File: src/rtl/cdb_arb.sv
// cdb_arb: common data bus arbiter.
// Each of the N_REQ execution units (0 = ALU, 1 = MDU, 2 = LSU) has a
// one-entry holding buffer. At most one buffered result per cycle is granted
// onto the registered CDB broadcast.
// Optional feature macro CDB_ARB_RR_EN:
//   defined   -> round-robin arbitration starting at rr_ptr
//   undefined -> fixed priority, lowest index wins (no rr_ptr)
module cdb_arb #(
    parameter int N_REQ  = 3,
    parameter int TAG_W  = 4,
    parameter int ROB_W  = 5,
    parameter int DATA_W = 32
) (
    input  logic                      clk,
    input  logic                      rst,
    input  logic                      flush,
    input  logic [N_REQ-1:0]          req_valid,
    output logic [N_REQ-1:0]          req_ready,
    input  logic [N_REQ*TAG_W-1:0]    req_tag,
    input  logic [N_REQ*ROB_W-1:0]    req_rob,
    input  logic [N_REQ*DATA_W-1:0]   req_data,
    output logic                      cdb_valid,
    output logic [TAG_W-1:0]          cdb_tag,
    output logic [ROB_W-1:0]          cdb_rob,
    output logic [DATA_W-1:0]         cdb_data,
    output logic [N_REQ-1:0]          cdb_src
);

    logic [N_REQ-1:0]  buf_v_q, buf_v_d;
    logic [TAG_W-1:0]  buf_tag_q  [N_REQ];
    logic [TAG_W-1:0]  buf_tag_d  [N_REQ];
    logic [ROB_W-1:0]  buf_rob_q  [N_REQ];
    logic [ROB_W-1:0]  buf_rob_d  [N_REQ];
    logic [DATA_W-1:0] buf_data_q [N_REQ];
    logic [DATA_W-1:0] buf_data_d [N_REQ];

    logic              cdb_valid_q, cdb_valid_d;
    logic [TAG_W-1:0]  cdb_tag_q,   cdb_tag_d;
    logic [ROB_W-1:0]  cdb_rob_q,   cdb_rob_d;
    logic [DATA_W-1:0] cdb_data_q,  cdb_data_d;
    logic [N_REQ-1:0]  cdb_src_q,   cdb_src_d;

    logic [N_REQ-1:0]  grant;
    logic [TAG_W-1:0]  sel_tag;
    logic [ROB_W-1:0]  sel_rob;
    logic [DATA_W-1:0] sel_data;

`ifdef CDB_ARB_RR_EN
    localparam int PTR_W = (N_REQ > 1) ? $clog2(N_REQ) : 1;

    logic [PTR_W-1:0] rr_ptr_q, rr_ptr_d;

    // Round-robin pick: the set buffer closest to rr_ptr (upward, wrapping) wins.
    always_comb begin
        int p;
        int dist;
        int best_dist;
        int gidx;
        grant     = '0;
        rr_ptr_d  = rr_ptr_q;
        p         = int'(rr_ptr_q);
        best_dist = N_REQ;
        gidx      = 0;
        for (int i = 0; i < N_REQ; i++) begin
            dist = (i >= p) ? (i - p) : (i + N_REQ - p);
            if (buf_v_q[i] && (dist < best_dist)) begin
                best_dist = dist;
                gidx      = i;
            end
        end
        if (!flush && (best_dist < N_REQ)) begin
            for (int i = 0; i < N_REQ; i++) begin
                if (i == gidx) grant[i] = 1'b1;
            end
            rr_ptr_d = (gidx == N_REQ - 1) ? '0 : PTR_W'(gidx + 1);
        end
    end

    // Pointer advances past the winner; holds when nothing is granted.
    always_ff @(posedge clk) begin
        if (rst) rr_ptr_q <= '0;
        else     rr_ptr_q <= rr_ptr_d;
    end
`else
    // Fixed priority pick: lowest set index wins.
    always_comb begin
        logic found;
        grant = '0;
        found = 1'b0;
        for (int i = 0; i < N_REQ; i++) begin
            if (!found && buf_v_q[i]) begin
                grant[i] = 1'b1;
                found    = 1'b1;
            end
        end
        if (flush) grant = '0;
    end
`endif

    // A unit may hand over a result when its buffer is empty or is being drained now.
    assign req_ready = ~{N_REQ{flush}} & (~buf_v_q | grant);

    // Payload of the granted buffer (grant is one-hot or zero).
    always_comb begin
        sel_tag  = '0;
        sel_rob  = '0;
        sel_data = '0;
        for (int i = 0; i < N_REQ; i++) begin
            if (grant[i]) begin
                sel_tag  = buf_tag_q[i];
                sel_rob  = buf_rob_q[i];
                sel_data = buf_data_q[i];
            end
        end
    end

    // Holding buffers: load on transfer (reload wins over drain), clear on grant or flush.
    always_comb begin
        buf_v_d    = buf_v_q;
        buf_tag_d  = buf_tag_q;
        buf_rob_d  = buf_rob_q;
        buf_data_d = buf_data_q;
        for (int i = 0; i < N_REQ; i++) begin
            if (flush) begin
                buf_v_d[i] = 1'b0;
            end else if (req_valid[i] && req_ready[i]) begin
                buf_v_d[i]    = 1'b1;
                buf_tag_d[i]  = req_tag[i*TAG_W +: TAG_W];
                buf_rob_d[i]  = req_rob[i*ROB_W +: ROB_W];
                buf_data_d[i] = req_data[i*DATA_W +: DATA_W];
            end else if (grant[i]) begin
                buf_v_d[i] = 1'b0;
            end
        end
    end

    // Broadcast register: payload only changes on a grant.
    always_comb begin
        cdb_valid_d = |grant;
        cdb_tag_d   = cdb_tag_q;
        cdb_rob_d   = cdb_rob_q;
        cdb_data_d  = cdb_data_q;
        cdb_src_d   = cdb_src_q;
        if (|grant) begin
            cdb_tag_d  = sel_tag;
            cdb_rob_d  = sel_rob;
            cdb_data_d = sel_data;
            cdb_src_d  = grant;
        end
    end

    // State registers with synchronous reset.
    always_ff @(posedge clk) begin
        if (rst) begin
            buf_v_q     <= '0;
            for (int i = 0; i < N_REQ; i++) begin
                buf_tag_q[i]  <= '0;
                buf_rob_q[i]  <= '0;
                buf_data_q[i] <= '0;
            end
            cdb_valid_q <= 1'b0;
            cdb_tag_q   <= '0;
            cdb_rob_q   <= '0;
            cdb_data_q  <= '0;
            cdb_src_q   <= '0;
        end else begin
            buf_v_q     <= buf_v_d;
            buf_tag_q   <= buf_tag_d;
            buf_rob_q   <= buf_rob_d;
            buf_data_q  <= buf_data_d;
            cdb_valid_q <= cdb_valid_d;
            cdb_tag_q   <= cdb_tag_d;
            cdb_rob_q   <= cdb_rob_d;
            cdb_data_q  <= cdb_data_d;
            cdb_src_q   <= cdb_src_d;
        end
    end

    assign cdb_valid = cdb_valid_q;
    assign cdb_tag   = cdb_tag_q;
    assign cdb_rob   = cdb_rob_q;
    assign cdb_data  = cdb_data_q;
    assign cdb_src   = cdb_src_q;

endmodule

File: config.mk
export PLATFORM = sky130hd
export DESIGN_NAME = cdb_arb
export DESIGN_NICKNAME = d
export VERILOG_FILES = /design/src/rtl/cdb_arb.sv
export SDC_FILE = /design/constraint.sdc
export NUM_CORES = 1
export LEC_CHECK = 0
export CORE_MARGIN = 2
export CORE_UTILIZATION = 50
export DETAILED_ROUTE_END_ITERATION = 8
export GPL_TIMING_DRIVEN = 0
export PLACE_DENSITY = 0.81
export SLEW_MARGIN = 20
export SYNTH_ARGS = -nofsm -noshare
export SYNTH_HDL_FRONTEND = slang
export SYNTH_SLANG_ARGS = --single-unit
export TNS_END_PERCENT = 1
File: constraint.sdc
create_clock -name clk -period 3.4 [get_ports clk]
set_clock_uncertainty 0.2 [all_clocks]
set_input_delay 0.68 -clock clk [delete_from_list [all_inputs] [get_ports clk]]
set_output_delay 0.68 -clock clk [all_outputs]
set_load 0.005 [all_outputs]
==> flow_summary.yaml, run 1 <==
route:
  wl_um: 23200
  drt-wirelength-per-cell_um: 18.4
  drt_iter0_markers: 849
  ant_nets: 0
  dr.pass1.iters: 5
  num_vias: 7318
  remaining_drc_errors: 0
  vias_per_cell: 5.81
grt:
  first_global_vias: 6605
  grt_max_degree: 17
  antenna_found_initial: 0
  overflow: 0
  grtUsageTotal_pct: 30.1
  grt_first_pass_wirelength_um: 34800
clock_tree:
  clockBufferDepth: 2
  cts_sinks: 171
  cts_made_buffers: 17
  root_buffer: "clkbuf_16"
  clkTransAtPathRegs_ns: 0.06
  cts_tree: "built"
  post_cts_buffers: 0
  clock_latency_ns: 0.43
  htreeDepth: 4
synth:
  avgSynthCellArea_um2: 8.22
  synthesis.area_um2: 7190
  post-synth-top-count-cell: "dfxtp_1"
  synthTopCellsByCount: "dfxtp_1 (171), a21oi_1 (148), o21ai_0 (104), nand2_1 (102), nand3_1 (82)"
  synthArstFlopShare_pct: 0
  ys.flop_type: "dfxtp_1"
  synth.area.top_cells: "dfxtp_1 (48%), a21oi_1 (10%), o21ai_0 (7.2%), nand3_1 (5.7%), nand2_1 (5.3%)"
  synth-edff-count: 0
  synthDominantCellAreaShare_pct: 47.6
  ys_seq_area_share_pct: 47.6
  synthCells: 875
  synth.distinct_cells: 31
  synth_top_area_cell: "dfxtp_1"
  syn_nets: 1004
  synth-seq-cells: 171
  yosysWarnings: 0
pwr:
  power.switching_w: 0.00114
  leakage_nw: 3.26
  clkPwrFrac_pct: 40.9
  power_frac_seq_pct: 46.3
  pwr-share-comb_pct: 12.9
  p_int_w: 0.00353
  total_power_w: 0.00466
  p_per_area_nw_per_um2: 479
  ir_drop_uv: 451
  netSwitchingFraction_pct: 24.3
critical_path:
  worstPathMaxFanout: 10
  start_kind: "input port"
  crit_chain: "clkdlybuf4s15_2 > or4b_1 > buf_4 > buf_6 > a21oi_2 > clkdlybuf4s50_1"
  setup.worst_path.end_class: "primary output"
  crit_slowest_cell: "clkdlybuf4s50_1"
  crit_start: "flush"
  critical_path.max_stage_delay_ns: 0.52
  critPathKind: "input port to primary output"
  worstPathArrival_ns: 2.47
  crit_required_ns: 2.52
  reg2reg_from: "buf_v_q[2]"
floorplanning:
  dieArea_um2: 15400
  die_w_um: 124
  die_h_um: 124
  start_util_pct: 51.4
  io_pins: 177
  row_count: 43
  core_um2: 14000
timing:
  fin_crit_sh_pct: 98.6
  max_freq_ghz: 0.298
  hold_violations: 0
  tightest_slew_ns: 0.701
  max_slew_margin_pct: 53.1
  grt_setup_unrepaired: "false"
  final_max_slew_viol_count: 0
  min_period_ns: 3.35
  setup_viol: 0
  finalHoldWorstSlack_ns: 0.252
finish:
  syn_to_final_growth_pct: 35.4
  final_util_pct: 69.6
  drive_gt1_share_pct: 6.20
  nets: 1197
  antenna_cells: 0
status:
  outcome: "finished, final reports clean"
place:
  place.gp.congestion: 0.853
  hpwlAfterDp_um: 17000
  portBuffers: 174
worst_hold_path:
  min_from: "buf_tag_q[11]"
  hold_class: "flop to flop"
run:
  drv_cap: 0
critical path, delay by kind of cell:
kind | cells | cell delay [ns]
AO/OA/AOI/OAI | 1 | 0.19
AND/OR/NAND/NOR | 1 | 0.48
buffers and inverters | 4 | 1.11
final timing paths:
check,end,slack [ns],depth (start not counted)
max,req_ready[2],0.05,6
min reg2reg,buf_tag_q[11],0.25,2
min,buf_tag_q[11],0.25,2
max reg2reg,buf_data_q[5],1.23,6
stage by stage:
step           area (um^2)  setup TNS (ns)  cells  setup WS [ns]
2_1_floorplan         7190               0    875          0.926
3_3_place_gp          9160          -0.665   1229         -0.332
3_5_place_dp          9160          -0.689   1229         -0.350
4_1_cts               9740               0   1260         0.0731
5_1_grt               9740               0   1260        0.00670
6_report              9740               0   1260         0.0478
layout by cell type, fill, tap and decap left out, types with 3 or more instances in the layout:
cell	netlist	routed
a311oi_1	19	19
clkdlybuf4s50_1	0	173
buf_4	4	5
a211oi_1	22	22
o21ai_0	104	104
nand3_1	82	82
inv_1	27	27
o32ai_2	9	9
o32ai_1	13	13
clkbuf_1	65	69
and2_1	19	19
clkbuf_8	0	3
a21oi_1	148	147
clkinv_2	0	4
nor2_1	3	3
buf_1	10	10
o22ai_1	19	19
buf_6	3	3
dfxtp_1	171	171
clkbuf_16	0	17
buf_2	16	15
o22ai_2	3	3
nand2_1	102	102
nor4bb_1	19	19
nor2b_1	3	3
power groups by stage:
stage                     Combinational (W)  Sequential, W  Clock [W]
after global routing               0.000649        0.00216    0.00199
after global placement             0.000579        0.00220          0
final                              0.000601        0.00216    0.00191
after floorplan                    0.000288        0.00218          0
after CTS                          0.000596        0.00215    0.00190
after detailed placement           0.000589        0.00220          0
final cells by class:
class | count | area (um^2)
Tap cell | 180 | 225
Multi-Input combinational cell | 578 | 3240
Inverter | 28 | 106
Buffer | 98 | 428
Timing Repair Buffer | 174 | 1740
Fill cell | 1166 | 4250
Sequential cell | 171 | 3420
Clock inverter | 7 | 90.1
Clock buffer | 24 | 482
what timing repair did:
action	in CTS	in global routing
hold buffers	0	0
resized for setup	6	0
endpoints found under the setup margin	3	0
cell families (layout without fill, tap and decap cells):
family | Yosys count | in the layout | share of synthesized area, %
compound gates | 341 | 341 | 28.3
buf+inv | 126 | 331 | 7.38
flops | 171 | 171 | 47.6
simple gates | 237 | 237 | 16.7
metal layers:
metal	up-vias	global-route usage (%)	wire length (um)
met4	0	8.43	336
met5	-	0	0
met2	347	49.0	10700
li1	3518	-	-
met1	3427	41.1	9910
met3	26	5.91	2260
sequential cells by signal (all words and copies together), names as in the netlist:
signal / cells
buf_data_q: 96
cdb_data: 32
buf_rob_q: 15
buf_tag_q: 12
cdb_rob: 5
cdb_tag: 4
buf_v_q: 3
cdb_src: 3
cdb_valid: 1
Note: power is estimated with default switching activity, not from simulation.
==> run 2, diff against run 1 <==
--- a/constraint.sdc
+++ b/constraint.sdc
@@ -4,2 +4,2 @@
 set_output_delay 0.68 -clock clk [all_outputs]
-set_load 0.005 [all_outputs]
+set_load 0.02 [all_outputs]
==> run 2 against run 1 <==
  * Die area did not move
  * Setup slack improved by 0.069 ns
  * Sequential cell count did not move
  * Combinational power rose by 4.8%
  * First-iteration DRC count rose by 11%
  * Hold slack got worse by 0.0012 ns
  * Cell count barely moved
  * Clock power barely moved
  * Cell area fell by 0.12%
  * Utilization fell by 0.081 points
  * Critical path depth did not move
  * Register-to-register slack improved by 0.03 ns
==> flow_summary.yaml, run 2 (synthesis gave the netlist of run 1 again) <==
finish:
  final_cell_mix: "dfxtp_1 (171), clkdlybuf4s50_1 (171), a21oi_1 (148)"
  post_layout_nonfiller_instances: 1259
  regMostFlops: "buf_data_q"
  fin_area_um2: 9730
  drive_gt1_share_pct: 6.21
  nets: 1196
  syn_to_final_growth_pct: 35.3
  largest_reg_flops: 96
  antenna_cells: 0
  final_util_pct: 69.5
grt:
  grt_max_degree: 17
  grtUsageTotal_pct: 30.1
  overflow: 0
  first_global_vias: 6589
  antenna_found_initial: 0
  grt_first_pass_wirelength_um: 34700
place:
  portBuffers: 174
  postPlaceCellArea_um2: 9160
  hpwlAfterDp_um: 17000
  place.gp.congestion: 0.853
  placed_cells: 1229
route:
  drt-wirelength-per-cell_um: 18.4
  vias_per_cell: 5.79
  num_vias: 7291
  wl_um: 23100
  remaining_drc_errors: 0
  dr.pass1.iters: 5
  drt_iter0_markers: 942
  ant_nets: 0
clock_tree:
  clkTransAtPathRegs_ns: 0.06
  clockBufferDepth: 2
  cts_sinks: 171
  htreeDepth: 4
  clock_latency_ns: 0.43
  cts-resized-gates: 7
  post_cts_buffers: 0
  root_buffer: "clkbuf_16"
  cts_made_buffers: 17
  cts_tree: "built"
  holdBufCountCts: 0
run:
  drv_cap: 0
critical_path:
  crit_required_ns: 2.52
  worstPathArrival_ns: 2.40
  critical_path.max_stage_delay_ns: 0.48
  start_kind: "input port"
  worstPathMaxFanout: 10
  setup.worst_path.end_class: "primary output"
  critPathKind: "input port to primary output"
  crit_slowest_cell: "or4b_1"
  crit_chain: "dlygate4sd2_1 > or4b_1 > buf_2 > buf_6 > a21oi_1 > clkdlybuf4s15_2"
timing:
  max_slew_margin_pct: 53.0
  final_max_slew_viol_count: 0
  finalHoldWorstSlack_ns: 0.250
  grt_setup_unrepaired: "false"
  max_freq_ghz: 0.305
  min_period_ns: 3.28
  fin_crit_sh_pct: 96.6
  setup_viol: 0
  tightest_slew_ns: 0.703
  hold_violations: 0
floorplanning:
  die_w_um: 124
  row_count: 43
  die_h_um: 124
  io_pins: 177
  core_um2: 14000
  dieArea_um2: 15400
  start_util_pct: 51.4
pwr:
  total_power_w: 0.00470
  p_per_area_nw_per_um2: 483
  leakage_nw: 3.26
  ir_drop_uv: 450
status:
  outcome: "finished, final reports clean"
worst_hold_path:
  hold_class: "flop to flop"
==> run 2: changes by cell type in the layout (fill, tap and decap cells not counted), sizes merged <==
cell	delta
clkdlybuf4s50	-2
dlygate4sd2	+2
clkbuf	-1
==> run 2: per-stage QoR <==
| stage | setup TNS [ns] | setup WS, ns |
|---|---|---|
| final | 0 | 0.117 |
| after global routing | 0 | 0.132 |
| after CTS | 0 | 0.145 |
| after detailed placement | -0.989 | -0.453 |
| after global placement | -0.965 | -0.435 |
| after floorplan | 0 | 0.715 |
==> run 2: cell type report <==
class / count / area (um^2)
Timing Repair Buffer: 174 / 1740
Clock buffer: 24 / 482
Fill cell: 1167 / 4260
Clock inverter: 7 / 90.1
Inverter: 28 / 106
Sequential cell: 171 / 3420
Tap cell: 180 / 225
Buffer: 97 / 422
Multi-Input combinational cell: 578 / 3240
==> run 2: per-layer routing <==
| metal | GRT usage (%) | up-vias | part of all wire [%] |
|---|---|---|---|
| li1 | - | 3513 | - |
| met1 | 41.0 | 3389 | 43 |
| met2 | 48.7 | 349 | 46 |
| met3 | 5.54 | 40 | 9.4 |
| met4 | 8.99 | 0 | 2.0 |
| met5 | 0 | - | 0 |
==> run 2: worst paths after layout <==
kind,startpoint,endpoint,slack (ns),cells past startpoint
worst max register to register,buf_v_q[2],buf_data_q[0],1.26,6
worst min-delay path,buf_tag_q[11],buf_tag_q[11],0.25,2
worst min register to register,buf_tag_q[11],buf_tag_q[11],0.25,2
worst max-delay path,flush,req_ready[2],0.12,6
==> run 2: critical path: cells and delay by family <==
kind | cells | cell delay, ns
buffers and inverters | 4 | 1.00
AND/OR/NAND/NOR | 1 | 0.48
AO/OA/AOI/OAI | 1 | 0.24
==> run 2: power breakdown <==
| group | total [W] | internal, W | switching [W] | leakage (nW) |
|---|---|---|---|---|
| sequential | 0.00216 | 0.00210 | 0.0000581 | 1.40 |
| combinational | 0.000630 | 0.000297 | 0.000333 | 1.59 |
| clock | 0.00191 | 0.00113 | 0.000776 | 0.276 |
| total | 0.00470 | 0.00353 | 0.00117 | 3.26 |
==> run 3, diff against run 2 <==
CORE_UTILIZATION = 33   (was 50)
PLACE_DENSITY = default   (was 0.81)
==> run 3 against run 2 <==
  * Hold slack about the same
  * Routed wire length is 7.1% higher
  * Count of clock-buffer cells in the layout fell by 7
  * Critical path depth unchanged
  * Setup slack better by 0.055 ns
==> flow_summary.yaml, run 3 (synthesis gave the netlist of run 1 again) <==
status:
  outcome: "finished, final reports clean"
place:
  postPlaceCellArea_um2: 9280
  hpwlAfterDp_um: 18900
  place.gp.congestion: 0.862
  portBuffers: 174
clock_tree:
  cts_sinks: 171
  holdBufCountCts: 0
  htreeDepth: 4
  root_buffer: "clkbuf_16"
  cts_made_buffers: 17
  clockBufferDepth: 2
  clkTransAtPathRegs_ns: 0.06
  cts_tree: "built"
  clock_latency_ns: 0.44
grt:
  antenna_found_initial: 0
  grtUsageTotal_pct: 21.8
  grt_first_pass_wirelength_um: 37400
  grt_max_degree: 17
  overflow: 0
  first_global_vias: 6620
finish:
  final_util_pct: 45.7
  multiInputGateArea_um2: 3240
  largest_reg_flops: 96
  drive_gt1_share_pct: 6.85
  fin_area_um2: 9880
  fillCellCount: 2158
  final_cell_mix: "dfxtp_1 (171), clkdlybuf4s50_1 (171), a21oi_1 (147)"
  ff_latch_area_um2: 3420
  syn_to_final_growth_pct: 37.4
  regMostFlops: "buf_data_q"
  nets: 1197
  antenna_cells: 0
route:
  num_vias: 6999
  dr.pass1.iters: 6
  ant_nets: 0
  remaining_drc_errors: 0
  vias_per_cell: 5.14
  wl_um: 24800
  drt_iter0_markers: 399
  drt-wirelength-per-cell_um: 18.2
critical_path:
  crit_chain: "dlygate4sd2_1 > or4b_1 > buf_2 > buf_6 > a21oi_2 > clkdlybuf4s15_2"
  path_depth: 6
  r2r_slack_ns: 1.17
  critPathKind: "input port to primary output"
  crit_end: "req_ready[2]"
  worstPathMaxFanout: 10
  cp_num_buf_inv: 4
  reg2reg_from: "buf_v_q[0]"
  crit_required_ns: 2.52
  start_kind: "input port"
  critical_path.max_stage_delay_ns: 0.48
  crit_slowest_cell: "or4b_1"
  timing.rr.end: "buf_data_q[9]"
  rr_worst_depth: 5
  crit_start: "flush"
  crit_family: "buffers and inverters"
  setup.worst_path.end_class: "primary output"
  worstPathArrival_ns: 2.35
timing:
  hold_violations: 0
  finalHoldWorstSlack_ns: 0.250
  min_period_ns: 3.23
  setup_viol: 0
  fin_setup_tns_ns: 0
  tightest_slew_ns: 0.798
  fin_crit_sh_pct: 94.9
  max_freq_ghz: 0.310
  grt_setup_unrepaired: "false"
  final_max_slew_viol_count: 0
  max_slew_margin_pct: 46.4
run:
  drv_cap: 0
floorplanning:
  start_util_pct: 33.3
  io_pins: 177
  row_count: 54
  dieArea_um2: 23000
  core_um2: 21600
  die_h_um: 152
  die_w_um: 152
pwr:
  pwr-share-comb_pct: 13.3
  p_int_w: 0.00349
  clkPwrFrac_pct: 41.3
  power.switching_w: 0.00126
  power_frac_seq_pct: 45.4
  ir_drop_uv: 263
  leakage_nw: 3.27
  p_per_area_nw_per_um2: 481
  netSwitchingFraction_pct: 26.5
  total_power_w: 0.00475
worst_hold_path:
  hold_class: "flop to flop"
==> run 3: metal layers <==
layer  vias to the layer above  global-route usage [%]  routed length (um)
met2                       223                    34.5               11200
met5                         -                       0                   0
met4                         0                    6.06                 346
met1                      3229                    30.2               11400
met3                        26                    4.58                1760
li1                       3521                       -                   -
==> run 3: layout make-up <==
| class | count | share of cell area, % |
|---|---|---|
| buffer | 98 | 4.32 |
| clock buffer | 17 | 4.31 |
| clock inverter | 15 | 1.65 |
| inverter | 28 | 1.08 |
| multi-input combinational | 578 | 32.8 |
| sequential | 171 | 34.7 |
| tap | 280 | 3.55 |
| timing repair buffer | 174 | 17.6 |
==> run 3: power by group through the flow <==
stage               Combinational, W  Sequential, W  Clock (W)
floorplan                   0.000290        0.00221          0
detailed placement          0.000632        0.00220          0
CTS                         0.000634        0.00216    0.00199
global placement            0.000628        0.00220          0
global route                0.000693        0.00217    0.00207
finish                      0.000634        0.00216    0.00196
==> run 3: how the worst min path moves through the flow <==
| stage | from | to | slack, ns | depth (start not counted) |
|---|---|---|---|---|
| 2_1_floorplan | buf_data_q[65] | buf_data_q[65] | 0.23 | 2 |
| 3_3_place_gp | buf_tag_q[11] | buf_tag_q[11] | 0.24 | 2 |
| 3_5_place_dp | buf_tag_q[11] | buf_tag_q[11] | 0.24 | 2 |
| 4_1_cts | buf_data_q[65] | buf_data_q[65] | 0.25 | 2 |
| 5_1_grt | buf_data_q[66] | buf_data_q[66] | 0.27 | 2 |
| 6_report | buf_data_q[91] | buf_data_q[91] | 0.25 | 2 |
==> run 3: per-stage QoR <==
| stage | setup WS, ns | cells |
|---|---|---|
| final | 0.172 | 1361 |
| after detailed placement | -0.486 | 1329 |
| after floorplan | 0.715 | 875 |
| after global routing | 0.131 | 1361 |
| after global placement | -0.475 | 1329 |
| after CTS | 0.197 | 1361 |
==> run 3: timing repair <==
action                     CTS  global route
setup buffers                0             0
setup endpoints to repair    3             0
resized for setup            9             0
==> run 3: tightest hold or removal path, stage by stage (launching register included) <==
cell and delay [ns]:
dfxtp_1 0.31, nand2_1 0.05, a21oi_1 0.05
